<file path="config.mk">
export PLATFORM = sky130hd
export DESIGN_NAME = divide_post
export DESIGN_NICKNAME = d
export VERILOG_FILES = /design/src/rtl/div_pkg.sv /design/src/rtl/div_post_fifo.sv /design/src/rtl/divide_post.sv
export SDC_FILE = /design/constraint.sdc
export NUM_CORES = 1
export LEC_CHECK = 0
export BUFFER_PORTS_ARGS = -buffer_cell sky130_fd_sc_hd__buf_2
export CAP_MARGIN = 30
export CORE_ASPECT_RATIO = 0.75
export CORE_MARGIN = 3
export CORE_UTILIZATION = 50
export DETAILED_ROUTE_END_ITERATION = 8
export MAX_ROUTING_LAYER = met4
export PLACE_DENSITY_LB_ADDON = 0.3
export SKIP_CTS_REPAIR_TIMING = 1
export SKIP_LAST_GASP = 1
export SLEW_MARGIN = 20
export SYNTH_ARGS = -nofsm -noshare
export SYNTH_HDL_FRONTEND = slang
export SYNTH_SLANG_ARGS = --single-unit
</file>
<file path="constraint.sdc">
create_clock -name clk -period 14.6 [get_ports clk]
set_input_delay 0.73 -clock clk [delete_from_list [all_inputs] [get_ports clk]]
set_output_delay 0.73 -clock clk [all_outputs]
set_load 0.01 [all_outputs]
</file>
<file path="src/rtl/div_pkg.sv">
// div_pkg: shared widths, error bit indices and tag/result types for the divider back-end.
package div_pkg;
  localparam int W = 32;
  localparam int NSTAGES = 32;
  localparam int ERR_TUF = 0;
  localparam int ERR_TOF = 1;
  localparam int ERR_CNT = 2;
  localparam int ERR_ROF = 3;
  typedef struct packed {
    logic qneg;
    logic rneg;
    logic dz;
  } tag_t;
  typedef struct packed {
    logic [W-1:0] q;
    logic [W-1:0] r;
    logic         dz;
    logic         sat;
  } res_t;
endpackage

</file>
<file path="src/rtl/div_post_fifo.sv">
// div_post_fifo: synchronous first-word-fall-through FIFO; a push while full is accepted only with a same-cycle pop.
module div_post_fifo #(
  parameter int WIDTH = 8,
  parameter int DEPTH = 8
) (
  input  logic                     clk,
  input  logic                     rst,
  input  logic                     i_push,
  input  logic                     i_pop,
  input  logic [WIDTH-1:0]         i_din,
  output logic [WIDTH-1:0]         o_dout,
  output logic                     o_full,
  output logic                     o_empty,
  output logic [$clog2(DEPTH):0]   o_count
);
  localparam int AW = $clog2(DEPTH);
  localparam logic [AW:0] FULL_CNT = (AW+1)'(DEPTH);
  logic [WIDTH-1:0] r_mem [DEPTH];
  logic [AW-1:0] r_wp, r_rp;
  logic [AW:0] r_cnt;
  logic w_wr, w_rd;
  assign w_rd = i_pop & ~o_empty;
  assign w_wr = i_push & (~o_full | w_rd);
  assign o_full = r_cnt == FULL_CNT;
  assign o_empty = r_cnt == '0;
  assign o_count = r_cnt;
  assign o_dout = r_mem[r_rp];
  always_ff @(posedge clk) begin
    if (rst) begin
      r_wp <= '0;
      r_rp <= '0;
      r_cnt <= '0;
    end else begin
      r_wp <= r_wp + AW'(w_wr);
      r_rp <= r_rp + AW'(w_rd);
      r_cnt <= r_cnt + (AW+1)'(w_wr) - (AW+1)'(w_rd);
    end
  end
  always_ff @(posedge clk)
    if (w_wr) r_mem[r_wp] <= i_din;
endmodule

</file>
<file path="src/rtl/divide_post.sv">
// divide_post: divider back-end; re-attaches sign/zero tags, corrects sign and saturates, buffers results with upstream credits.
// DIVIDE_POST_ROUND_EN selects round-to-nearest instead of truncation.
module divide_post
  import div_pkg::*;
#(
  parameter int DEPTH = 8
) (
  input  logic         clk,
  input  logic         rst,
  input  logic         tag_push,
  input  logic         tag_qneg,
  input  logic         tag_rneg,
  input  logic         tag_dz,
  output logic         credit_ok,
  input  logic         v_in,
  input  logic [W-1:0] Q_in,
  input  logic [W-1:0] R_in,
  input  logic [W-1:0] B_in,
  input  logic [4:0]   count_in,
  output logic         out_valid,
  input  logic         out_ready,
  output logic [W-1:0] out_q,
  output logic [W-1:0] out_r,
  output logic         out_dz,
  output logic         out_sat,
  output logic [3:0]   err,
  input  logic         err_clr
);
  localparam int AW = $clog2(DEPTH);
  localparam logic [4:0] CNT_EXP = 5'(NSTAGES % 32);
  localparam logic [AW+1:0] OCC_LIM = (AW+2)'(DEPTH);
  localparam logic [W-1:0] Q_MAX = {1'b0, {(W-1){1'b1}}};
  localparam logic [W-1:0] Q_MIN = {1'b1, {(W-1){1'b0}}};
  tag_t w_tag_in, w_tag_head, r_tag;
  res_t w_s2, r_s2, w_rhead, w_out;
  logic w_tfull, w_tempty, w_tpop, w_tpush_ok;
  logic w_rfull, w_rempty, w_rpop, w_dec;
  logic [AW:0] w_tcnt_unused, w_rcnt_unused;
  logic r_s1_v, r_s2_v, r_credit;
  logic [W-1:0] r_q, r_r, w_rm;
  logic [W:0] w_qm;
  logic w_sat;
  logic [AW+1:0] r_occ, w_occ_nxt;
  logic [3:0] r_err, w_err_set;
`ifdef DIVIDE_POST_ROUND_EN
  logic [W-1:0] r_b;
  logic w_up;
`else
  logic w_b_unused;
  assign w_b_unused = ^B_in;
`endif
  assign w_tag_in = '{qneg: tag_qneg, rneg: tag_rneg, dz: tag_dz};
  assign w_tpop = v_in & ~w_tempty;
  assign w_tpush_ok = tag_push & (~w_tfull | w_tpop);
  assign w_rpop = ~w_rempty & out_ready;
  div_post_fifo #(.WIDTH($bits(tag_t)), .DEPTH(DEPTH)) u_tag_fifo (
    .clk(clk), .rst(rst), .i_push(tag_push), .i_pop(v_in), .i_din(w_tag_in),
    .o_dout(w_tag_head), .o_full(w_tfull), .o_empty(w_tempty), .o_count(w_tcnt_unused)
  );
  div_post_fifo #(.WIDTH($bits(res_t)), .DEPTH(DEPTH)) u_res_fifo (
    .clk(clk), .rst(rst), .i_push(r_s2_v), .i_pop(w_rpop), .i_din(r_s2),
    .o_dout(w_rhead), .o_full(w_rfull), .o_empty(w_rempty), .o_count(w_rcnt_unused)
  );
  // A handshake with no tracked operation (tagless v_in) must not wrap the counter
  assign w_dec = w_rpop & (r_occ != '0);
  assign w_occ_nxt = r_occ + (AW+2)'(w_tpush_ok) - (AW+2)'(w_dec);
  always_comb begin
    w_err_set = '0;
    w_err_set[ERR_TUF] = v_in & w_tempty;
    w_err_set[ERR_TOF] = tag_push & w_tfull & ~w_tpop;
    w_err_set[ERR_CNT] = v_in & (count_in != CNT_EXP);
    w_err_set[ERR_ROF] = r_s2_v & w_rfull & ~w_rpop;
  end
  always_comb begin
`ifdef DIVIDE_POST_ROUND_EN
    w_up = ~r_tag.dz & ({r_r, 1'b0} >= {1'b0, r_b});
    w_qm = {1'b0, r_q} + (W+1)'(w_up);
    w_rm = w_up ? r_r - r_b : r_r;
`else
    w_qm = {1'b0, r_q};
    w_rm = r_r;
`endif
    w_sat = r_tag.dz | (~r_tag.qneg & (w_qm > {1'b0, Q_MAX}));
    w_s2.dz = r_tag.dz;
    w_s2.sat = w_sat;
    w_s2.q = r_tag.dz ? (r_tag.qneg ? Q_MIN : Q_MAX) : w_sat ? Q_MAX : r_tag.qneg ? -w_qm[W-1:0] : w_qm[W-1:0];
    w_s2.r = r_tag.dz ? '0 : r_tag.rneg ? -w_rm : w_rm;
  end
  always_ff @(posedge clk) begin
    if (rst) begin
      r_s1_v <= 1'b0;
      r_s2_v <= 1'b0;
      r_occ <= '0;
      r_credit <= 1'b1;
      r_err <= '0;
    end else begin
      r_s1_v <= v_in;
      r_s2_v <= r_s1_v;
      r_occ <= w_occ_nxt;
      r_credit <= w_occ_nxt < OCC_LIM;
      r_err <= (err_clr ? '0 : r_err) | w_err_set;
    end
    if (v_in) begin
      r_q <= Q_in;
      r_r <= R_in;
      r_tag <= w_tempty ? '0 : w_tag_head;
`ifdef DIVIDE_POST_ROUND_EN
      r_b <= B_in;
`endif
    end
    if (r_s1_v) r_s2 <= w_s2;
  end
  assign w_out = w_rempty ? '0 : w_rhead;
  assign out_valid = ~w_rempty;
  assign out_q = w_out.q;
  assign out_r = w_out.r;
  assign out_dz = w_out.dz;
  assign out_sat = w_out.sat;
  assign credit_ok = r_credit;
  assign err = r_err;
endmodule

</file>
Yosys cells after proc, flatten, opt, wreduce, memory -nomap -nowiden. Memory sizes are Yosys's and may differ from the RTL's. A register that Yosys moved wholly into a read port is not among the register bits. Cells that the tools add are included.

Bits in registers: 162. RAM bits: 552. Output and inout bits: 72. Logic and storage cells: 75. Memories: 2.

Add/subtract/negate cells: 12. $lt $le $gt $ge: 2. Equal/unequal tests: 2. Muxes and demuxes: 12. Bitwise operators: 24. Reduce and logical (&&, ||, !) cells: 4.

Memories: u_res_fifo.r_mem (depth 8, width 66, rd ports 1, clocked after memory_dff 1, wr ports 1, line div_post_fifo.sv:18) `logic [WIDTH-1:0] r_mem [DEPTH];`; u_tag_fifo.r_mem (depth 8, width 3, rd ports 1, clocked after memory_dff 1, wr ports 1, line div_post_fifo.sv:18).

Operators with widths (count): $mux 32 (5); $mux 66 (1); $neg 32->32 (2); $gt 32x31->1 const B (1); $and 1x1->1 (13); $add 3x1->3 (4); $reduce_bool 5->1 (2); $add 4x1->4 (2); $eq 4x4->1 const B (2); $logic_not 4->1 (2); $sub 4x1->4 (2); $not 1->1 (7); $add 5x1->5 (1); $lt 5x4->1 const B (1); $sub 5x1->5 (1); $mux 1 (4); $mux 4 (1); $or 4x4->4 (1); $mux 3 (1); $or 1x1->1 (3).

Logic depth before layout (Yosys ltp).
Depth in word-level cells: 8. Gate-level depth with buffers: 16. Depth with buffers taken out: 15.

Modules after synthesis. From an unflattened synthesis, not the netlist that was laid out.

Cells, all modules: 1523. Area, all modules: 28891.5 µm².

Modules (own cells, without submodules): div_post_fifo (u_res_fifo) (instances 1, cells each 827, area an instance 20383.3 µm²); divide_post (instances 1, cells each 597, area an instance 6971.7 µm²); div_post_fifo (u_tag_fifo) (instances 1, cells each 99, area an instance 1536.5 µm²).

Worst setup path after synthesis. OpenSTA, ideal clock, no wires.

Path kind: input to register. Start: input port out_ready. End: memory u_res_fifo.r_mem[0][0] in the netlist's numbering, enable pin. Setup time: 0.571 ns. Arrival time: 5.712 ns. Required time: 14.029 ns. Slack: 8.316 ns. Stages: 4. Path through: nand2b_1 > a31oi_1 > nand2b_1 > nor3_1.

Word-level cells in the longest chain between the ends: 6.

Ends and longest elaborated chain: start, declared (line divide_post.sv:21) `input logic out_ready,`; $and 1x1->1 (line divide_post.sv:55) `assign w_rpop = ~w_rempty & out_ready;`; $and 1x1->1 (line div_post_fifo.sv:22) `assign w_rd = i_pop & ~o_empty;`; $or 1x1->1 (line div_post_fifo.sv:23) `assign w_wr = i_push & (~o_full | w_rd);`; $and 1x1->1 (line div_post_fifo.sv:23); $mux 1 (line div_post_fifo.sv:40) `if (w_wr) r_mem[r_wp] <= i_din;`; $mux 1 (implied by the code) (line div_post_fifo.sv:40); end, declared (line div_post_fifo.sv:18).

No other way between the ends.

==> metrics.md <==
| Metric | Value |
|---|---|
| Switching Share | `0.279` |
| CTS tree | `done` |
| Die width | `282 µm` |
| Internal | `3.95 mW` |
| Skew final | `20.1 ps` |
| Status | `complete, no violations` |
| CTS root buffer | `clkbuf_16` |
| Clock power share | `0.313` |
| CTS H-tree depth | `3` |
| Worst path max stage delay | `640 ps` |
| Largest area contributor in the netlist | `edfxtp_1` |
| Critical path's top delay family | `buffers and inverters` |
| Top cells by area, synth | `edfxtp_1, mux4_2, mux2i_1` |
| Sequential share of the synthesized area | `0.743` |
| Die Area | `60000 µm²` |
| Max-cap violations | `0` |
| Worst-Margin Slew | `945 ps` |
| Core area | `56200 µm²` |
| Placed insts | `2370` |
| Hold EP | `r_q[5]` |
| Worst R2R End | `u_res_fifo.r_mem[0][28]` |
| Post-synth ARST share | `0` |
| CP bufs+invs | `4` |
| Fillers | `4107` |
| Critical path startpoint category | `flop` |
| CP Cell Sequence | `buf_4 > buf_4 > buf_12 > mux4_2 > mux2i_1 > nor2_1 > buf_2` |
| Most common cell after layout, fill and taps aside | `edfxtp_1` |
| Worst-Skew Late Latency | `600 ps` |
| Remaining Overflow, GRT | `0` |
| Worst hold stages | `1` |
| Crit. End Element | `output pin` |
| Die Y | `213 µm` |
| Routed len/inst | `24.2 µm` |
| Reg-to-reg slack, setup | `11130 ps` |
| TritonRoute pass-1 iters | `5` |
| CTS Buf Count | `68` |
| Setup-failing EPs final | `0` |
| Initial DRC Count | `1430` |
| Clk slew on worst S/H paths | `60 ps` |
| Total track usage | `0.212` |
| Max VDD drop | `0.000137 V` |
| Logic pwr share | `0.228` |
| Fin util | `0.579` |
| Layout cells sized above 1 | `0.248` |
| Leak | `10.5 nW` |
| Post-route DRC violation count | `0` |
| # IOs | `182` |
| Post-Syn Area | `28500 µm²` |
| Flops & latches, synth | `717` |
| Synth Area in Adders | `0.0144` |
| Routed wire length | `60300 µm` |
| Area share of xor/xnor cells in the synthesized design | `0.0117` |
| R2R depth | `8` |
| Mapped Avg Cell Area | `18.6 µm²` |
| Crit path max fanout | `25` |
| P_sw | `1.53 mW` |
| Main combinational cell family by area after synthesis | `multiplexers` |
| Simple-Gate Fraction of Synth Area | `0.0504` |
| EDFF count, synth | `685` |
| CTS sink cnt | `717` |
| Placer Congestion | `0.832` |
| First-pass GRT wire length | `92100 µm` |
| Via count | `14800` |
| Synthesized instance count | `1535` |
| Largest net degree at the start of global routing | `69` |
| Complex-gate fraction of the synthesized area | `0.0316` |
| Post-synth top area share | `0.721` |
| DP HPWL | `34700 µm` |
| Slew Limit Fails | `0` |
| Initial antenna violation count | `0` |
| Most common cell on crit path | `buf_4` |
| Worst Hold Class | `input port to flop` |
| Buffers on Ports | `149` |
| Arrival time at the worst endpoint | `3630 ps` |
| Antenna Nets Post-Route | `0` |
| Unrepaired setup endpoints after global routing | `false` |
| Most frequent cells in the layout | `edfxtp_1, buf_2, nor2_1, mux4_2` |
| Yosys cell types | `60` |
| Ant diodes | `0` |
| Setup_tns | `0 ps` |
| Required time at the worst-slack endpoint | `13870 ps` |
| PD cells | `168 nW/µm²` |
| Critical path class | `flop to output pin` |
| Non-Filler Instances | `2495` |
| Fin crit period | `4360 ps` |
| Synth Flop Type | `edfxtp_1` |
| R2r startpoint | `u_res_fifo.o_count[2]` |
| FMAX | `0.229 GHz` |
| YS warnings | `0` |
| Vias in the first global route | `15300` |
| P&R area growth vs syn | `14.1%` |
| Synthesized Nets | `1676` |
| Initial core utilization | `0.508` |
| Post-synthesis mux area share | `0.134` |
| Row count | `75` |
| CP max stage cell | `dfxtp_4` |
| Max-slew headroom | `0.364` |
| Sequential share of power | `0.460` |
| Nets@finish | `1856` |
| Via density | `5.93` |
| Clock buffer depth | `3` |
| Crit share post-route | `0.299` |
| Count of final hold-check violations | `0` |
| Hold Crit Start | `Q_in[5]` |
==> metal layers <==
| metal | wire length [µm] | share of wire | GRT usage |
|---|---|---|---|
| met5 | 0 | 0 | - |
| met4 | 990 | 0.016 | 0.0471 |
| met3 | 3990 | 0.066 | 0.0410 |
| met2 | 29300 | 0.49 | 0.335 |
| met1 | 26000 | 0.43 | 0.290 |
==> power by group through the flow <==
stage                     registers, mW  logic, mW  clock network (mW)
after global placement             2.57       1.19                   0
final                              2.52       1.25                1.71
after global routing               2.53       1.37                1.83
after floorplan                    2.51      0.855                   0
after detailed placement           2.58       1.23                   0
after CTS                          2.54       1.24                1.75
==> synth_stat cells, drive strengths merged (25+ instances only) <==
cell type	instances
nor3	25
mux2i	70
nor2	145
o21ai	25
edfxtp	685
a21oi	40
dfxtp	32
ha	28
nand2	32
inv	36
clkbuf	56
xor2	27
mux4	138
==> logic make-up after synthesis <==
group	after synthesis
adders and majority gates	31
xor gates and xnor gates	38
and+or+nand+nor	294
DFF	717
AOI/OAI and AO/OA	135
muxes	209
buffers and inverters	111
==> stage by stage <==
| step | power [mW] | hold WS (ps) | cell area [µm²] | worst slack (ps) |
|---|---|---|---|---|
| 6_report | 5.48 | 302 | 32600 | 10240 |
| 5_1_grt | 5.74 | 275 | 32600 | 9870 |
| 4_1_cts | 5.53 | 274 | 32400 | 9230 |
| 3_5_place_dp | 3.81 | 457 | 30300 | 9870 |
| 3_3_place_gp | 3.77 | 440 | 30200 | 9760 |
| 2_1_floorplan | 3.36 | 424 | 28500 | 8320 |
==> worst max path at each step <==
stage	startpoint	end	slack, ps	cells after the start
after detailed placement	u_res_fifo.r_rp[0]	out_r[30]	9870	7
after CTS	u_res_fifo.r_rp[0]	out_r[30]	9230	7
after global routing	u_res_fifo.r_rp[0]	out_r[30]	9870	7
final	u_res_fifo.r_rp[0]	out_r[30]	10240	7
after global placement	u_res_fifo.r_rp[0]	out_r[30]	9760	6
after floorplan	out_ready	u_res_fifo.r_mem[0][0]	8320	4
==> registers in the layout, summed over array words and instances, names as in the netlist, 4 cells and up <==
register / count
u_res_fifo.o_count: 4
err: 4
u_tag_fifo.o_count: 4
r_occ: 5
u_tag_fifo.r_mem: 24
u_res_fifo.r_mem: 528
r_r: 32
r_s2: 66
r_q: 32
==> worst reg2reg max path: cells and delay by family (launching register included) <==
| family | cells | cell delay (ps) |
|---|---|---|
| and+or+nand+nor | 3 | 1030 |
| adders and majority gates | 1 | 200 |
| AOI/OAI and AO/OA | 1 | 340 |
| buffers and inverters | 3 | 1170 |
| DFF | 1 | 310 |
==> cell type report <==
class,instances,area [µm²],share of cell area
sequential,717,21200,0.652
multi-input combinational,707,6960,0.214
clock buffer,87,1820,0.0558
timing repair buffer,184,1180,0.0361
tap,731,915,0.0281
clock inverter,32,333,0.0102
inverter,37,139,0.00427
Power figures use the tool's default switching activity.
